==> config.mk <==
export PLATFORM = sky130hd
export DESIGN_NAME = axi_lite_cmd_master
export DESIGN_NICKNAME = d
export VERILOG_FILES = /design/src/rtl/axi_lite_cmd_pkg.sv /design/src/rtl/axi_lite_cmd_master.sv
export SDC_FILE = /design/constraint.sdc
export NUM_CORES = 1
export LEC_CHECK = 0
export BUFFER_PORTS_ARGS = -buffer_cell sky130_fd_sc_hd__buf_4
export CAP_MARGIN = 20
export CORE_MARGIN = 4
export CORE_UTILIZATION = 47
export CTS_CLUSTER_DIAMETER = 150
export DETAILED_ROUTE_END_ITERATION = 8
export PLACE_DENSITY = 0.83
export SYNTH_ARGS = -nofsm -noshare
export SYNTH_HDL_FRONTEND = slang
export SYNTH_SLANG_ARGS = --single-unit
==> constraint.sdc <==
create_clock -name clk -period 2.59 [get_ports clk]
set_clock_uncertainty 0.2 [all_clocks]
set_input_delay 0.1295 -clock clk [delete_from_list [all_inputs] [get_ports clk]]
set_output_delay 0.1295 -clock clk [all_outputs]
set_load 0.02 [all_outputs]
==> src/rtl/axi_lite_cmd_pkg.sv <==
// Shared types and constants for the AXI4-Lite command master.
package axi_lite_cmd_pkg;

  typedef enum logic [2:0] {
    ST_IDLE      = 3'd0,
    ST_WRITE     = 3'd1,
    ST_WR_RESP   = 3'd2,
    ST_READ_ADDR = 3'd3,
    ST_RD_DATA   = 3'd4
  } state_e;

  localparam logic [1:0] AXI_RESP_OKAY_C   = 2'b00;
  localparam logic [1:0] AXI_RESP_SLVERR_C = 2'b10;

  // The timeout counter is never narrower than 16 bits.
  function automatic int timeout_cnt_width(input int timeout);
    int w;
    w = $clog2(timeout + 1);
    return (w < 16) ? 16 : w;
  endfunction

endpackage

==> src/rtl/axi_lite_cmd_master.sv <==
// Single-outstanding AXI4-Lite master driven by write/read command pulses,
// with a bring-up timeout that forces an abort when the slave stalls.
module axi_lite_cmd_master
  import axi_lite_cmd_pkg::*;
#(
  parameter int AXI_DATA_WIDTH_C = 32,
  parameter int AXI_ADDR_WIDTH_C = 32,
  parameter int TIMEOUT_C        = 1024
) (
  input  logic                            clk,
  input  logic                            rst_n,
  input  logic                            cmd_write,
  input  logic                            cmd_read,
  input  logic [AXI_ADDR_WIDTH_C-1:0]     cmd_addr,
  input  logic [AXI_DATA_WIDTH_C-1:0]     cmd_wdata,
  input  logic [AXI_DATA_WIDTH_C/8-1:0]   cmd_wstrb,
  output logic                            cmd_busy,
  output logic                            cmd_done,
  output logic [1:0]                      cmd_resp,
  output logic [AXI_DATA_WIDTH_C-1:0]     cmd_rdata,
  output logic                            cmd_timeout,
  output logic [AXI_ADDR_WIDTH_C-1:0]     awaddr,
  output logic                            awvalid,
  input  logic                            awready,
  output logic [AXI_DATA_WIDTH_C-1:0]     wdata,
  output logic [AXI_DATA_WIDTH_C/8-1:0]   wstrb,
  output logic                            wvalid,
  input  logic                            wready,
  input  logic [1:0]                      bresp,
  input  logic                            bvalid,
  output logic                            bready,
  output logic [AXI_ADDR_WIDTH_C-1:0]     araddr,
  output logic                            arvalid,
  input  logic                            arready,
  input  logic [AXI_DATA_WIDTH_C-1:0]     rdata,
  input  logic [1:0]                      rresp,
  input  logic                            rvalid,
  output logic                            rready
);

  localparam int STRB_W_C = AXI_DATA_WIDTH_C / 8;
  localparam int CNT_W_C  = timeout_cnt_width(TIMEOUT_C);
  localparam logic [CNT_W_C-1:0] CNT_LAST_C = (TIMEOUT_C > 0) ? CNT_W_C'(TIMEOUT_C - 1) : '0;
  localparam logic [CNT_W_C-1:0] CNT_MAX_C  = '1;

  state_e                      state_q, state_d;
  logic [AXI_ADDR_WIDTH_C-1:0] awaddr_q, awaddr_d;
  logic [AXI_ADDR_WIDTH_C-1:0] araddr_q, araddr_d;
  logic [AXI_DATA_WIDTH_C-1:0] wdata_q, wdata_d;
  logic [STRB_W_C-1:0]         wstrb_q, wstrb_d;
  logic                        awvalid_q, awvalid_d;
  logic                        wvalid_q, wvalid_d;
  logic                        bready_q, bready_d;
  logic                        arvalid_q, arvalid_d;
  logic                        rready_q, rready_d;
  logic                        busy_q, busy_d;
  logic                        done_q, done_d;
  logic                        timeout_q, timeout_d;
  logic [1:0]                  resp_q, resp_d;
  logic [AXI_DATA_WIDTH_C-1:0] rdata_q, rdata_d;
  logic [CNT_W_C-1:0]          cnt_q, cnt_d;

  logic aw_hs, w_hs, b_hs, ar_hs, r_hs, any_hs, expire, abort;

  always_comb begin
    aw_hs  = awvalid_q & awready;
    w_hs   = wvalid_q & wready;
    b_hs   = bready_q & bvalid;
    ar_hs  = arvalid_q & arready;
    r_hs   = rready_q & rvalid;
    any_hs = aw_hs | w_hs | b_hs | ar_hs | r_hs;
    // Any handshake on the expiry edge takes priority over the abort.
    expire = (TIMEOUT_C > 0) && (cnt_q >= CNT_LAST_C) && !any_hs;

    state_d   = state_q;
    awaddr_d  = awaddr_q;
    araddr_d  = araddr_q;
    wdata_d   = wdata_q;
    wstrb_d   = wstrb_q;
    awvalid_d = awvalid_q;
    wvalid_d  = wvalid_q;
    bready_d  = bready_q;
    arvalid_d = arvalid_q;
    rready_d  = rready_q;
    busy_d    = busy_q;
    done_d    = 1'b0;
    timeout_d = 1'b0;
    resp_d    = resp_q;
    rdata_d   = rdata_q;
    abort     = 1'b0;
    cnt_d     = (busy_q && (cnt_q != CNT_MAX_C)) ? cnt_q + 1'b1 : cnt_q;

    case (state_q)
      ST_IDLE: begin
        if (cmd_write || cmd_read) begin
          awaddr_d = cmd_addr;
          araddr_d = cmd_addr;
          wdata_d  = cmd_wdata;
          wstrb_d  = cmd_wstrb;
          busy_d   = 1'b1;
          cnt_d    = '0;
          if (cmd_write) begin
            awvalid_d = 1'b1;
            wvalid_d  = 1'b1;
            state_d   = ST_WRITE;
          end else begin
            arvalid_d = 1'b1;
            state_d   = ST_READ_ADDR;
          end
        end
      end
      ST_WRITE: begin
        if (expire) begin
          abort = 1'b1;
        end else begin
          if (aw_hs) awvalid_d = 1'b0;
          if (w_hs)  wvalid_d  = 1'b0;
          if ((aw_hs || !awvalid_q) && (w_hs || !wvalid_q)) begin
            bready_d = 1'b1;
            state_d  = ST_WR_RESP;
          end
        end
      end
      ST_WR_RESP: begin
        if (b_hs) begin
          bready_d = 1'b0;
          resp_d   = bresp;
          done_d   = 1'b1;
          busy_d   = 1'b0;
          state_d  = ST_IDLE;
        end else if (expire) begin
          abort = 1'b1;
        end
      end
      ST_READ_ADDR: begin
        if (ar_hs) begin
          arvalid_d = 1'b0;
          rready_d  = 1'b1;
          state_d   = ST_RD_DATA;
        end else if (expire) begin
          abort = 1'b1;
        end
      end
      ST_RD_DATA: begin
        if (r_hs) begin
          rready_d = 1'b0;
          rdata_d  = rdata;
          resp_d   = rresp;
          done_d   = 1'b1;
          busy_d   = 1'b0;
          state_d  = ST_IDLE;
        end else if (expire) begin
          abort = 1'b1;
        end
      end
      default: begin
        state_d = ST_IDLE;
        busy_d  = 1'b0;
      end
    endcase

    if (abort) begin
      awvalid_d = 1'b0;
      wvalid_d  = 1'b0;
      bready_d  = 1'b0;
      arvalid_d = 1'b0;
      rready_d  = 1'b0;
      resp_d    = AXI_RESP_SLVERR_C;
      done_d    = 1'b1;
      timeout_d = 1'b1;
      busy_d    = 1'b0;
      state_d   = ST_IDLE;
    end
  end

  always_ff @(posedge clk or negedge rst_n) begin
    if (!rst_n) begin
      state_q   <= ST_IDLE;
      awaddr_q  <= '0;
      araddr_q  <= '0;
      wdata_q   <= '0;
      wstrb_q   <= '0;
      awvalid_q <= 1'b0;
      wvalid_q  <= 1'b0;
      bready_q  <= 1'b0;
      arvalid_q <= 1'b0;
      rready_q  <= 1'b0;
      busy_q    <= 1'b0;
      done_q    <= 1'b0;
      timeout_q <= 1'b0;
      resp_q    <= AXI_RESP_OKAY_C;
      rdata_q   <= '0;
      cnt_q     <= '0;
    end else begin
      state_q   <= state_d;
      awaddr_q  <= awaddr_d;
      araddr_q  <= araddr_d;
      wdata_q   <= wdata_d;
      wstrb_q   <= wstrb_d;
      awvalid_q <= awvalid_d;
      wvalid_q  <= wvalid_d;
      bready_q  <= bready_d;
      arvalid_q <= arvalid_d;
      rready_q  <= rready_d;
      busy_q    <= busy_d;
      done_q    <= done_d;
      timeout_q <= timeout_d;
      resp_q    <= resp_d;
      rdata_q   <= rdata_d;
      cnt_q     <= cnt_d;
    end
  end

  assign cmd_busy    = busy_q;
  assign cmd_done    = done_q;
  assign cmd_resp    = resp_q;
  assign cmd_rdata   = rdata_q;
  assign cmd_timeout = timeout_q;
  assign awaddr      = awaddr_q;
  assign awvalid     = awvalid_q;
  assign wdata       = wdata_q;
  assign wstrb       = wstrb_q;
  assign wvalid      = wvalid_q;
  assign bready      = bready_q;
  assign araddr      = araddr_q;
  assign arvalid     = arvalid_q;
  assign rready      = rready_q;

endmodule

==> results.sh <==
export IMPL_status="complete, no violations"
export IMPL_vias=5916
export IMPL_yosysTopAreaCell="dfrtp_1"
export IMPL_core_area_mm2=0.0120
export IMPL_postSynthAreaPerCell_um2=9.83
export IMPL_drive_gt1_frac=0.370
export IMPL_synth_seq_cells=129
export IMPL_rows=40
export IMPL_drcViolationCount=0
export IMPL_antenna_found_initial=1
export IMPL_fin_crit_sh=0.968
export IMPL_grt_use_total=0.305
export IMPL_initial_utilization=0.480
export IMPL_ff2ff_setup_slack_ns=0.08
export IMPL_cts_reportedPaths_clkPinSlew_ns=0.06
export IMPL_max_slew_margin_rel=0.613
export IMPL_cts_inserted_buffers=17
export IMPL_grt_max_degree=85
export IMPL_cp_required_ns=2.69
export IMPL_die_y_um=119
export IMPL_place_congestion=0.839
export IMPL_finalNonFillerCells=1089
export IMPL_mappedNetlistArea_mm2=0.00574
export IMPL_grt_pass1_wl_um=33500
export IMPL_cts_sinks=129
export IMPL_multi_input_area_mm2=0.00215
export IMPL_total_leakage_power_nw=4.83
export IMPL_fmax_ghz=0.399
export IMPL_path_max_fanout=13
export IMPL_via_per_inst=5.43
export IMPL_path_class="register to register"
export IMPL_synth_area_leaders="dfrtp_1, nand2_1, mux2_2"
export IMPL_clock_path_buffers=2
export IMPL_hold_start="cmd_wdata[14]"
export IMPL_synth_nets=698
export IMPL_layout_nets=1040
export IMPL_final_common_cell="buf_4"
export IMPL_power_per_cell_area_mw_per_mm2=1130
export IMPL_die_w_um=119
export IMPL_syn_inst=584
export IMPL_maxCapViolCount=0
export IMPL_final_max_slew_viol_count=0
export IMPL_cp_data_arrival_time_ns=2.61
export IMPL_final_cell_mix="buf_4, nand2_1, dfrtp_1, dlygate4sd3_1, mux2_2"
export IMPL_r2r_start="state_q[2]"
export IMPL_ir_drop_v=0.000593
export IMPL_layout_min_cycle_time_ns=2.51
export IMPL_final_util=0.785
export IMPL_hpwl_um=11900
export IMPL_rsz0062_at_grt="no"
export IMPL_worstSkewPairLatency_ns=0.42
export IMPL_p_total_w=0.0106
export IMPL_dieArea_mm2=0.0140
export IMPL_worstRegToRegCells=4
export IMPL_gr_total_overflow=0
export IMPL_firstDrtPassIters=5
export IMPL_io_buffer_count=254
export IMPL_yosysWarnings=0
export IMPL_cts_tree="built"
export IMPL_synthDistinctLibCells=52
export IMPL_hold_path_end="wdata[14]"
export IMPL_wl_per_cell_um=19.7
export IMPL_worst_pin_slew_ns=0.575
export IMPL_regArea_mm2=0.00323
export IMPL_hold_path_depth=4
export IMPL_reg2reg_to="cmd_resp[1]"
export IMPL_finalSetupViolCount=0
export IMPL_ys_seq_area_frac=0.562
export IMPL_drt_total_wl_um=21500
export IMPL_first_global_vias=6141
export IMPL_synth_top_area_frac=0.562
export IMPL_crit_path_end_kind="register"
export IMPL_drt_iter0_markers=534
export IMPL_hold_viol=0
export IMPL_area_growth_pct=63.7
export IMPL_tns_ns=0
export IMPL_fill_cells=643
export IMPL_ant_nets=0
export IMPL_placed_cells=935
export IMPL_hold_class="input pin to register"
export IMPL_ios=255
export IMPL_start_kind="register"
export IMPL_root_buffer="clkbuf_16"
export IMPL_htree_levels=4
## through the flow
| stage | setup WS, ns | area (um^2) | hold slack (ns) |
|---|---|---|---|
| after floorplan | 0.688 | 5740 | -0.366 |
| after global placement | 0.558 | 7570 | -0.122 |
| after detailed placement | 0.463 | 7570 | -0.107 |
| after CTS | 0.0686 | 9360 | 0.224 |
| after global routing | 0.0151 | 9390 | 0.244 |
| final | 0.0836 | 9400 | 0.247 |
## state kept, by name, indices dropped and copies added, names as in the netlist
signal,flops
rready,1
araddr,32
awvalid,1
cnt_q,16
wvalid,1
cmd_busy,1
cmd_timeout,1
wstrb,4
arvalid,1
cmd_done,1
bready,1
cmd_resp,2
state_q,3
wdata,32
cmd_rdata,32
## where the power goes
| part | total, W | internal [W] | switching (W) |
|---|---|---|---|
| combinational | 0.00476 | 0.00192 | 0.00284 |
| sequential | 0.00336 | 0.00271 | 0.000659 |
| clock | 0.00248 | 0.00152 | 0.000958 |
## cells by family after synthesis
group / synth area share
AND/OR/NAND/NOR: 0.224
AO/OA/AOI/OAI: 0.0678
buffers and inverters: 0.0667
flip-flops: 0.562
adder cells (fa/ha/maj): 0.00218
multiplexers: 0.0769
## critical path, cell delays in order (launching register included)
cell	delay [ns]
dfrtp_1	0.59
nor3b_2	0.38
mux2_2	0.37
dlygate4sd3_1	0.56
a211o_1	0.29
## synthesized netlist by cell type (all sizes together)
master     n
nor2       8
nor2b      5
dfrtp    129
and4       3
inv        4
nand3      6
mux2      33
or4        4
a211o      1
o211ai     4
a311oi     1
and3       2
nand3b     1
a22oi      3
nand2b     7
o31ai      4
nand4b     3
nor4       3
a211oi     4
o22a       1
mux2i      7
nor3       8
a31oi      4
clkbuf    14
nor3b      1
nand2    230
a2111o     2
and2       3
nand4      7
or3        2
buf       45
a2bb2oi    2
a41oi      2
ha         1
o21ai      7
a21oi     18
a21o       1
or2        2
o21ba      1
o41ai      1
## final cells by class
| type | instances | area share |
|---|---|---|
| flip-flops and latches | 129 | 0.344 |
| repair buffers | 382 | 0.341 |
| multi-input cells | 392 | 0.229 |
| clock buffers | 17 | 0.0453 |
| clock inverters | 15 | 0.0196 |
| well taps | 147 | 0.0196 |
| inverters | 4 | 0.00160 |
| diodes | 3 | 0.000799 |
## repair_timing
action                                  4_1_cts  5_1_grt
hold buffers                                116        0
endpoints found under the hold margin       240        0
buffers inserted                              0        4
endpoints found under the setup margin        0        1
gates resized for setup                       0        2
## how the worst max path moves through the flow
stage                from             to  slack, ns  depth (start not counted)
2_1_floorplan   cnt_q[12]    cmd_resp[1]       0.69                          5
3_3_place_gp   state_q[1]  cmd_rdata[26]       0.56                          4
3_5_place_dp   state_q[1]     state_q[0]       0.46                          5
4_1_cts        state_q[1]        arvalid       0.07                          6
5_1_grt        state_q[2]    cmd_resp[1]       0.02                          4
6_report       state_q[2]    cmd_resp[1]       0.08                          4
## routing by layer
layer  GRT usage  wire (um)
met1       0.330       7630
met2       0.534      11200
met3      0.0794       1440
met4       0.181       1240
met5           0          0
(Power assumes the default switching activity.)
